File: src/rtl/instr_fetch_unit_if.sv
// Bus bundle between the fetch unit, instruction memory and the decode stage.
// Valid/ready: a transfer happens on a rising edge where both valid and ready are high;
// the producer holds valid and its payload steady until that edge. imem responses have no ready.
interface instr_fetch_unit_if #(
    parameter int ADDR_W = 32
);
    logic              imem_req_valid;
    logic              imem_req_ready;
    logic [ADDR_W-1:0] imem_addr;
    logic              imem_resp_valid;
    logic [31:0]       imem_resp_data;
    logic              instr_valid;
    logic              instr_ready;
    logic [31:0]       instr;
    logic [ADDR_W-1:0] instr_pc;
    logic              redirect_valid;
    logic [ADDR_W-1:0] redirect_pc;

    modport master (
        output imem_req_valid,
        output imem_addr,
        output instr_valid,
        output instr,
        output instr_pc,
        input  imem_req_ready,
        input  imem_resp_valid,
        input  imem_resp_data,
        input  instr_ready,
        input  redirect_valid,
        input  redirect_pc
    );

    modport slave (
        input  imem_req_valid,
        input  imem_addr,
        input  instr_valid,
        input  instr,
        input  instr_pc,
        output imem_req_ready,
        output imem_resp_valid,
        output imem_resp_data,
        output instr_ready,
        output redirect_valid,
        output redirect_pc
    );
endinterface

File: src/rtl/instr_fetch_unit.sv
// Instruction fetch stage: credit-limited in-order requests to imem, a prefetch FIFO
// toward decode, and a redirect path that drops buffered and in-flight words.
module instr_fetch_unit #(
    parameter int                ADDR_W   = 32,
    parameter int                DEPTH    = 4,
    parameter logic [ADDR_W-1:0] RESET_PC = '0
) (
    input  logic                   CLK,
    input  logic                   RESET,
    instr_fetch_unit_if.master     bus,
    output logic [1:0]             dbg_state_o
);
    localparam int PW = $clog2(DEPTH);
    localparam int CW = PW + 1;
    localparam logic [CW:0] DEPTH_C = (CW + 1)'(DEPTH);

    localparam logic [1:0] ST_BOOT  = 2'd0;
    localparam logic [1:0] ST_FETCH = 2'd1;
    localparam logic [1:0] ST_FLUSH = 2'd2;

    logic [1:0]        state_q, state_d;
    logic [ADDR_W-1:0] pc_q, pc_d;
    logic [CW-1:0]     fifo_count_q, fifo_count_d;
    logic [CW-1:0]     outstanding_q, outstanding_d;
    logic [CW-1:0]     discard_q, discard_d;
    logic [PW-1:0]     fifo_wr_q, fifo_rd_q;
    logic [PW-1:0]     pcq_wr_q, pcq_rd_q;

    logic [31:0]       fifo_data_q [DEPTH];
    logic [ADDR_W-1:0] fifo_pc_q   [DEPTH];
    logic [ADDR_W-1:0] pcq_q       [DEPTH];

    logic credit_ok;
    logic req_valid;
    logic req_fire;
    logic resp_in;
    logic push;
    logic pop;
    logic head_valid;
    logic redirect;

    // Buffered plus in-flight words never exceed DEPTH, so every response has a FIFO slot.
    assign credit_ok  = ({1'b0, fifo_count_q} + {1'b0, outstanding_q}) < DEPTH_C;
    assign req_valid  = (state_q == ST_FETCH) && credit_ok;
    assign req_fire   = req_valid && bus.imem_req_ready;
    assign resp_in    = bus.imem_resp_valid;
    assign redirect   = bus.redirect_valid;
    assign head_valid = (fifo_count_q != '0);
    assign pop        = head_valid && bus.instr_ready;
    assign push       = resp_in && (state_q == ST_FETCH) && !redirect;

    assign outstanding_d = outstanding_q + CW'(req_fire) - CW'(resp_in);

    always_comb begin
        fifo_count_d = fifo_count_q;
        if (redirect) begin
            fifo_count_d = '0;
        end else begin
            fifo_count_d = fifo_count_q + CW'(push) - CW'(pop);
        end
    end

    // On redirect everything still owed by memory becomes stale, including this cycle's accept.
    always_comb begin
        discard_d = discard_q;
        if (redirect) begin
            discard_d = outstanding_d;
        end else if (state_q != ST_FLUSH) begin
            discard_d = '0;
        end else if (resp_in && discard_q != '0) begin
            discard_d = discard_q - CW'(1);
        end
    end

    always_comb begin
        state_d = state_q;
        case (state_q)
            ST_BOOT:  state_d = ST_FETCH;
            ST_FETCH: state_d = ST_FETCH;
            ST_FLUSH: begin
                if (discard_q == '0 || (resp_in && discard_q == CW'(1))) begin
                    state_d = ST_FETCH;
                end
            end
            default:  state_d = ST_BOOT;
        endcase
        if (redirect) begin
            state_d = (outstanding_d != '0) ? ST_FLUSH : ST_FETCH;
        end
    end

    always_comb begin
        pc_d = pc_q;
        if (redirect) begin
            pc_d = bus.redirect_pc & ~ADDR_W'(3);
        end else if (req_fire) begin
            pc_d = pc_q + ADDR_W'(4);
        end
    end

    always_ff @(posedge CLK or negedge RESET) begin
        if (!RESET) begin
            state_q       <= ST_BOOT;
            pc_q          <= RESET_PC;
            fifo_count_q  <= '0;
            outstanding_q <= '0;
            discard_q     <= '0;
            fifo_wr_q     <= '0;
            fifo_rd_q     <= '0;
            pcq_wr_q      <= '0;
            pcq_rd_q      <= '0;
        end else begin
            state_q       <= state_d;
            pc_q          <= pc_d;
            fifo_count_q  <= fifo_count_d;
            outstanding_q <= outstanding_d;
            discard_q     <= discard_d;
            if (redirect) begin
                fifo_wr_q <= '0;
                fifo_rd_q <= '0;
                pcq_wr_q  <= '0;
                pcq_rd_q  <= '0;
            end else begin
                if (push) begin
                    fifo_wr_q <= fifo_wr_q + PW'(1);
                    pcq_rd_q  <= pcq_rd_q + PW'(1);
                end
                if (pop) begin
                    fifo_rd_q <= fifo_rd_q + PW'(1);
                end
                if (req_fire) begin
                    pcq_wr_q <= pcq_wr_q + PW'(1);
                end
            end
        end
    end

    // Storage needs no reset: occupancy is tracked by the counters and pointers above.
    always_ff @(posedge CLK) begin
        if (push) begin
            fifo_data_q[fifo_wr_q] <= bus.imem_resp_data;
            fifo_pc_q[fifo_wr_q]   <= pcq_q[pcq_rd_q];
        end
        if (req_fire && !redirect) begin
            pcq_q[pcq_wr_q] <= pc_q;
        end
    end

    assign bus.imem_req_valid = req_valid;
    assign bus.imem_addr      = pc_q;
    assign bus.instr_valid    = head_valid;
    assign bus.instr          = head_valid ? fifo_data_q[fifo_rd_q] : 32'd0;
    assign bus.instr_pc       = head_valid ? fifo_pc_q[fifo_rd_q] : '0;
    assign dbg_state_o        = state_q;
endmodule
File: src/flat_wrapper.sv
// flat-port wrapper written by rule: the top's interface ports become plain ports
module instr_fetch_unit_flat 
#(
    parameter int                ADDR_W   = 32,
    parameter int                DEPTH    = 4,
    parameter logic [ADDR_W-1:0] RESET_PC = '0
)
  (CLK, RESET, dbg_state_o, bus_imem_req_valid, bus_imem_addr, bus_instr_valid, bus_instr, bus_instr_pc, bus_imem_req_ready, bus_imem_resp_valid, bus_imem_resp_data, bus_instr_ready, bus_redirect_valid, bus_redirect_pc);
  instr_fetch_unit_if #(.ADDR_W(ADDR_W)) bus_i ();
  input  logic CLK;
  input  logic RESET;
  output logic [1:0] dbg_state_o;
  output wire logic [$bits(bus_i.imem_req_valid)-1:0] bus_imem_req_valid;
  output wire logic [$bits(bus_i.imem_addr)-1:0] bus_imem_addr;
  output wire logic [$bits(bus_i.instr_valid)-1:0] bus_instr_valid;
  output wire logic [$bits(bus_i.instr)-1:0] bus_instr;
  output wire logic [$bits(bus_i.instr_pc)-1:0] bus_instr_pc;
  input wire logic [$bits(bus_i.imem_req_ready)-1:0] bus_imem_req_ready;
  input wire logic [$bits(bus_i.imem_resp_valid)-1:0] bus_imem_resp_valid;
  input wire logic [$bits(bus_i.imem_resp_data)-1:0] bus_imem_resp_data;
  input wire logic [$bits(bus_i.instr_ready)-1:0] bus_instr_ready;
  input wire logic [$bits(bus_i.redirect_valid)-1:0] bus_redirect_valid;
  input wire logic [$bits(bus_i.redirect_pc)-1:0] bus_redirect_pc;
  assign bus_imem_req_valid = bus_i.imem_req_valid;
  assign bus_imem_addr = bus_i.imem_addr;
  assign bus_instr_valid = bus_i.instr_valid;
  assign bus_instr = bus_i.instr;
  assign bus_instr_pc = bus_i.instr_pc;
  assign bus_i.imem_req_ready = bus_imem_req_ready;
  assign bus_i.imem_resp_valid = bus_imem_resp_valid;
  assign bus_i.imem_resp_data = bus_imem_resp_data;
  assign bus_i.instr_ready = bus_instr_ready;
  assign bus_i.redirect_valid = bus_redirect_valid;
  assign bus_i.redirect_pc = bus_redirect_pc;
  instr_fetch_unit #(.ADDR_W(ADDR_W), .DEPTH(DEPTH), .RESET_PC(RESET_PC)) u_core (.CLK(CLK), .RESET(RESET), .bus(bus_i), .dbg_state_o(dbg_state_o));
endmodule
File: config.mk
export PLATFORM = sky130hd
export DESIGN_NAME = instr_fetch_unit_flat
export DESIGN_NICKNAME = d
export VERILOG_FILES = /design/src/rtl/instr_fetch_unit_if.sv /design/src/rtl/instr_fetch_unit.sv /design/src/flat_wrapper.sv
export SDC_FILE = /design/constraint.sdc
export NUM_CORES = 1
export LEC_CHECK = 0
export ABC_AREA = 1
export CORE_ASPECT_RATIO = 1.25
export CORE_MARGIN = 2
export CORE_UTILIZATION = 25
export DETAILED_ROUTE_END_ITERATION = 10
export DONT_BUFFER_PORTS = 1
export SLEW_MARGIN = 40
export SYNTH_ARGS = -nofsm -noshare
export SYNTH_HDL_FRONTEND = slang
export SYNTH_SLANG_ARGS = --single-unit
File: constraint.sdc
create_clock -name CLK -period 12.8 [get_ports CLK]
set_clock_uncertainty 0.15 [all_clocks]
set_input_delay 0 -clock CLK [delete_from_list [all_inputs] [get_ports CLK]]
set_output_delay 0 -clock CLK [all_outputs]
set_load 0.01 [all_outputs]
==> results of run 1 <==
-- cells by family (layout without fill, tap and decap cells) --
kind of cell | after synthesis | after routing | share of synthesized area, %
and+or+nand+nor | 633 | 633 | 14.2
DFF | 417 | 417 | 70.5
AOI/OAI and AO/OA | 307 | 307 | 9.18
buffers and inverters | 156 | 317 | 3.76
adders and majority gates | 20 | 20 | 1.52
xor gates and xnor gates | 17 | 17 | 0.854
other | 1 | 5 | 0.0215
-- how the worst max path moves through the flow --
stage                                  from                       end  slack [ps]
detailed placement   u_core.fifo_count_q[1]       u_core.pcq_q[2][30]        9500
global route            u_core.fifo_rd_q[1]          bus_instr_pc[15]        9240
global placement    u_core.outstanding_q[2]       u_core.pcq_q[3][29]        9330
floorplan             u_core.dbg_state_o[1]  u_core.fifo_data_q[0][0]        8660
finish                  u_core.fifo_rd_q[1]          bus_instr_pc[15]        9430
CTS                     u_core.fifo_rd_q[1]           bus_instr_pc[2]        9300
-- cell type report --
| type | count | share of cell area [%] |
|---|---|---|
| Inverter | 77 | 1.35 |
| Sequential cell | 417 | 56.8 |
| Antenna cell | 1 | 0.0116 |
| Clock buffer | 52 | 5.53 |
| Timing Repair Buffer | 156 | 7.70 |
| Multi-Input combinational cell | 981 | 21.1 |
| Tap cell | 935 | 5.41 |
| Clock inverter | 32 | 2.07 |
-- layer usage --
layer	routed length, um	part of all wire [%]	vias up
met5	0	0	-
met4	1370	2.9	0
met3	2480	5.3	85
met1	18700	40	5782
met2	24400	52	302
li1	-	-	5613
-- cell usage in the layout, fill, tap and decap left out, drive strengths merged --
master         n
fa             2
xor2          10
clkinv        11
dlygate4sd3  130
bufinv         9
o22ai         32
o21bai         3
nor2         382
clkinvlp       3
buf           26
xnor2          7
ha            18
nand4          1
nand3b         2
o211ai         4
a21oi         70
nand3         45
inv           86
o21a           2
edfxtp       368
dfrtp         49
o21ai        196
diode          1
conb           4
and3           1
clkbuf        52
nand2        202
-- registers in the layout (all words and copies together) (netlist names) --
signal and cells:
u_core.fifo_wr_q 2, u_core.pcq_rd_q 2, u_core.outstanding_q 3, u_core.dbg_state_o 2
u_core.bus.imem_addr 30, u_core.fifo_count_q 3, u_core.pcq_wr_q 2, u_core.fifo_rd_q 2
u_core.pcq_q 120, u_core.discard_q 3, u_core.fifo_pc_q 120, u_core.fifo_data_q 128
-- power by group --
part | internal [mW] | leakage, nW | total [mW] | switching [mW]
logic | 0.220 | 2.89 | 0.808 | 0.588
clock network | 0.866 | 0.799 | 1.44 | 0.573
registers | 1.57 | 3.92 | 1.67 | 0.0985
-- Yosys cell counts, types with 2 or more instances --
master / instances
nand3b_1: 2
o211ai_1: 4
buf_4: 6
nand2_2: 2
o21bai_1: 3
ha_1: 18
clkbuf_1: 46
buf_2: 20
xnor2_1: 7
o21a_1: 2
buf_1: 4
nand3_1: 45
nor2_1: 380
o21ai_0: 196
o22ai_1: 32
dfrtp_1: 49
inv_2: 5
fa_1: 2
edfxtp_1: 368
nand2_1: 199
xor2_1: 10
buf_6: 3
inv_1: 71
a21oi_1: 70
-- what timing repair did --
item	4_1_cts	5_1_grt
resized for setup	0	0
endpoints found under the setup margin	0	0
hold buffers	133	0
hold endpoints to repair	268	0
==> flow_summary.yaml, run 1 <==
run_status:
  status: "completed"
timing:
  drv_slew: 0
  relSlewSlack_pct: 50.6
  setup_violations: 0
  holdWs_ps: 29.8
  fin_crit_ps: 3370
  rsz0062_at_grt: "no"
  hold_viol_final: 0
  timing.final.crit_share_pct: 26.4
  worst_pin_slew_ps: 740
  fmax_ghz: 0.296
  fin_setup_tns_ps: 0
  finalWorstSetupSlack_ps: 9430
critical_path:
  critPathLaunchType: "flop"
  slowest_stage: "dfrtp_2"
  end_kind: "output pin"
  max_stage_delay_ps: 830
  r2r-end: "u_core.pcq_q[2][27]"
  arrival_ps: 3220
  critical_path_required_ps: 12650
  r2r_setup_slack_ps: 9540
  critPathBufInv: 2
  timing_worst_setup_path_type: "reg2out"
  crit_path_cell_trace: "inv_2 -> buf_4 -> nor2_1 -> o21ai_0 -> a21oi_1"
  critPathMaxFanout: 38
  cp.depth: 5
  cpLargestDelayFamily: "buffers and inverters"
  ff2ff_path_depth: 9
  worstReg2RegStart: "u_core.fifo_count_q[1]"
placement:
  place_inst: 2432
  dp.final_hpwl_mm: 28.8
  io_buffers: 0
  gp_congestion: 0.837
  place_worst_setup_slack_ps: 9500
  dpl_cell_area_um2: 18600
logic_synthesis:
  synthArstFlopShare_pct: 11.8
  synthFlopType: "edfxtp_1"
  ys_ff_latch: 417
  yosysTopAreaCell: "edfxtp_1"
  netlist.area_leader.share_pct: 63.4
  synthCells: 1551
  synth.cell_area_um2: 17400
  syn_avg_cell_area_um2: 11.2
  ys_seq_area_share_pct: 70.5
  synth_edf_count: 368
  ys_top_cells_by_area: "edfxtp_1 63%, nor2_1 8.2%, dfrtp_1 7.0%, o21ai_0 5.6%, nand2_1 4.3%"
  synth_warnings: 0
  synthDistinctLibCells: 31
grt:
  grt_pass1_wl_mm: 69.9
  grt_max_degree: 74
  grt_usage_pct: 12.9
  grt_pass1_vias: 11900
  grt.busiest_layer: "met2"
  overflow: 0
  met2_usage_pct: 23.7
  grtUsageMet1_pct: 14.3
  grt_util_met3_pct: 2.77
  antenna_found_initial: 2
drt:
  viasPerCell: 4.44
  drt-initial-drc-count: 676
  totalWireLength_mm: 47.0
  wl_per_cell_um: 17.7
  vias: 11800
  drt-pass1-iter-count: 5
  drtAntennaViolNets: 0
  drc: 0
clocking:
  clkTransAtPathRegs_ps: 60
  post-cts-setup-buffers: 0
  clockBufferDepth: 3
  root_buffer: "clkbuf_16"
  htreeDepth: 2
  clk_latency_ps: 590
  cts_buffers: 46
  cts_tree: "yes"
  clock-sinks: 417
floorplan:
  dieArea_um2: 71800
  io_pins: 170
  fp-row-count: 108
  initial_core_util_pct: 25.2
  die_w_um: 240
  die-height_um: 299
  core_area_um2: 69200
hold_path:
  hold_end: "u_core.fifo_data_q[1][17]"
  hp-class: "in2reg"
  hold_depth: 1
  min_from: "bus_imem_resp_data[17]"
power_and_ir_drop:
  powerDensity_nw_per_um2: 181
  power_mw: 3.92
  worst_ir_drop_vdd_uv: 119
  p_leak_nw: 7.61
run:
  drv_cap: 0
final_layout:
  num-nets-final: 1769
  stdcell_count: 2651
  syn_to_final_growth_pct: 24.1
  num-fill-cells: 6920
  post-route-util_pct: 31.2
  final_area_um2: 21600
  layout-drive-gt1-share_pct: 7.23
  seqCellArea_um2: 12300
  multi_input_area_um2: 4560
No activity file was read; power rests on OpenSTA's default activity.
==> run 2: changes to the inputs <==
- ABC_AREA: 1 -> 0
- clock period: 12.8 -> 3.5 ns (I/O delays scaled with it)
==> run 2 against run 1 <==
Clock power grew to 3.1 times the previous value. Cell area shrank 5.1%. Utilization shrank 0.42 points. Synthesized cell count shrank 42%. First-iteration DRC count shrank 39%. Clock-buffer cell count grew 5. Sequential cell count is the same.
==> flow_summary.yaml, run 2 <==
drt:
  drt-initial-drc-count: 411
  wl_per_cell_um: 19.9
  drtAntennaViolNets: 0
  totalWireLength_mm: 38.7
  drt-pass1-iter-count: 4
  viasPerCell: 4.48
  vias: 8725
  drc: 0
timing:
  setup_violations: 0
  relSlewSlack_pct: 53.8
  holdWs_ps: 34.2
  fin_crit_ps: 2980
  timing.final.crit_share_pct: 85.3
  worst_pin_slew_ps: 692
  fmax_ghz: 0.335
  hold_viol_final: 0
  fin_setup_tns_ps: 0
  drv_slew: 0
  rsz0062_at_grt: "no"
floorplan:
  fp-row-count: 106
  dieArea_um2: 69100
  io_pins: 170
  die_w_um: 236
  core_area_um2: 66600
  initial_core_util_pct: 25.2
  die-height_um: 293
power_and_ir_drop:
  combPwrFrac_pct: 19.7
  p_int_mw: 9.49
  power_mw: 13.2
  p_leak_nw: 6.57
  netSwitchingPower_mw: 3.66
  clock_power_share_pct: 33.9
  powerDensity_nw_per_um2: 641
  seqPwrFrac_pct: 46.4
  worst_ir_drop_vdd_uv: 352
  sw_frac_of_total_pct: 27.8
grt:
  grt_usage_pct: 11.2
  overflow: 0
  grt_pass1_wl_mm: 58.7
  grt_max_degree: 65
  grt_pass1_vias: 9287
  antenna_found_initial: 8
final_layout:
  num-nets-final: 1135
  largest_reg_flops: 128
  top_regs: "u_core.fifo_data_q x128, u_core.fifo_pc_q x120, u_core.pcq_q x120"
  syn_to_final_growth_pct: 22.5
  final_area_um2: 20500
  layout-drive-gt1-share_pct: 18.0
  num-fill-cells: 6513
  regMostFlops: "u_core.fifo_data_q"
  final_cell_mix: "368 x edfxtp_1, 117 x dlygate4sd3_1, 92 x mux4_2"
  layout_commonest_cell: "edfxtp_1"
run_status:
  status: "completed"
clocking:
  clk_latency_ps: 560
  cts_resized: 0
  cts_tree: "yes"
  clock-sinks: 417
  cts_hold_buffers: 120
  htreeDepth: 2
  clkTransAtPathRegs_ps: 60
  post-cts-setup-buffers: 0
  clockBufferDepth: 3
  cts_buffers: 43
  root_buffer: "clkbuf_16"
logic_synthesis:
  synthCells: 904
  synthArstFlopShare_pct: 11.8
  synth.cell_area_um2: 16700
  synth_most_common_cell: "edfxtp_1"
  synthFlopType: "edfxtp_1"
  syn_avg_cell_area_um2: 18.5
  synthDistinctLibCells: 45
  yosysTopAreaCell: "edfxtp_1"
  ys_top_cells_by_area: "edfxtp_1 66%, mux4_2 12%, dfrtp_1 7.3%, and2_1 2.6%, ha_1 1.3%"
  synth_warnings: 0
  ys_seq_area_share_pct: 73.3
  synth_edf_count: 368
  ys_top_cells_by_count: "368 x edfxtp_1, 92 x mux4_2, 70 x and2_1"
  ys_ff_latch: 417
  netlist.area_leader.share_pct: 66.0
run:
  drv_cap: 0
critical_path:
  critPathMaxFanout: 19
  cpLargestDelayFamily: "simple AND/OR/NAND/NOR gates"
  critPathBufInv: 0
  critPathLaunchType: "flop"
  slowest_stage: "or4_1"
  crit_path_cell_trace: "ha_1 -> or3_1 -> or4_1 -> or4_1 -> a31oi_1"
  end_kind: "flop"
  critical_path_required_ps: 3820
  max_stage_delay_ps: 840
  arrival_ps: 3310
  timing_worst_setup_path_type: "reg2reg"
  cp.depth: 5
  cp_common_cell: "or4_1"
  ff2ff_path_depth: 5
placement:
  gp_congestion: 0.777
  dp.final_hpwl_mm: 24.3
  dpl_cell_area_um2: 17900
  io_buffers: 0
hold_path:
  hold_depth: 1
  hp-class: "in2reg"
==> run 2: worst paths after layout <==
check                                       start                        to  slack (ps)
setup / recovery           u_core.fifo_count_q[2]  u_core.bus.imem_addr[15]         520
hold / removal              bus_imem_resp_data[6]  u_core.fifo_data_q[1][6]          30
setup reg to reg           u_core.fifo_count_q[2]  u_core.bus.imem_addr[15]         520
hold reg to reg                u_core.pcq_wr_q[1]        u_core.pcq_wr_q[1]         430
max in group asynchronous                   RESET       u_core.fifo_rd_q[0]        2510
min in group asynchronous                   RESET       u_core.discard_q[1]         450
==> run 2: metrics by stage <==
step / std cells / utilization [%] / worst slack [ps]
2_1_floorplan: 907 / - / 332
3_3_place_gp: 1744 / 26.9 / 591
3_5_place_dp: 1744 / 26.9 / 586
4_1_cts: 1943 / 30.8 / 548
5_1_grt: 1946 / 30.8 / 355
6_report: 1947 / 30.8 / 515
==> run 2: cell families (layout without fill, tap and decap cells) <==
logic type / count (synthesis) / count (layout) / synth area share [%]
other: 1 / 8 / 0.0224
muxes: 93 / 93 / 12.4
AOI/OAI and AO/OA: 76 / 76 / 2.92
and+or+nand+nor: 212 / 212 / 7.29
DFF: 417 / 417 / 73.3
buffers and inverters: 74 / 246 / 1.80
adders and majority gates: 20 / 20 / 1.58
xor gates and xnor gates: 11 / 11 / 0.657
==> run 2: routing by layer <==
metal	GRT usage, %	vias up	wire, um
li1	-	3894	-
met1	13.6	4490	15900
met4	3.88	2	915
met2	19.5	275	19500
met5	0	-	9
met3	2.73	64	2300
==> run 2: layout make-up <==
type	count	area, um^2	share of cell area, %
Multi-Input combinational cell	416	4200	20.4
Sequential cell	417	12300	59.9
Clock buffer	57	1160	5.65
Antenna cell	4	10.0	0.0488
Inverter	23	86.3	0.421
Tap cell	864	1080	5.27
Timing Repair Buffer	144	1500	7.32
Clock inverter	22	203	0.988
==> run 2: power by group through the flow <==
| stage | Clock, mW | Sequential (mW) | Combinational [mW] |
|---|---|---|---|
| 2_1_floorplan | 0 | 6.02 | 1.94 |
| 3_3_place_gp | 0 | 6.20 | 2.47 |
| 3_5_place_dp | 0 | 6.22 | 2.53 |
| 4_1_cts | 4.60 | 6.12 | 2.69 |
| 5_1_grt | 4.79 | 6.15 | 2.86 |
| 6_report | 4.45 | 6.10 | 2.59 |
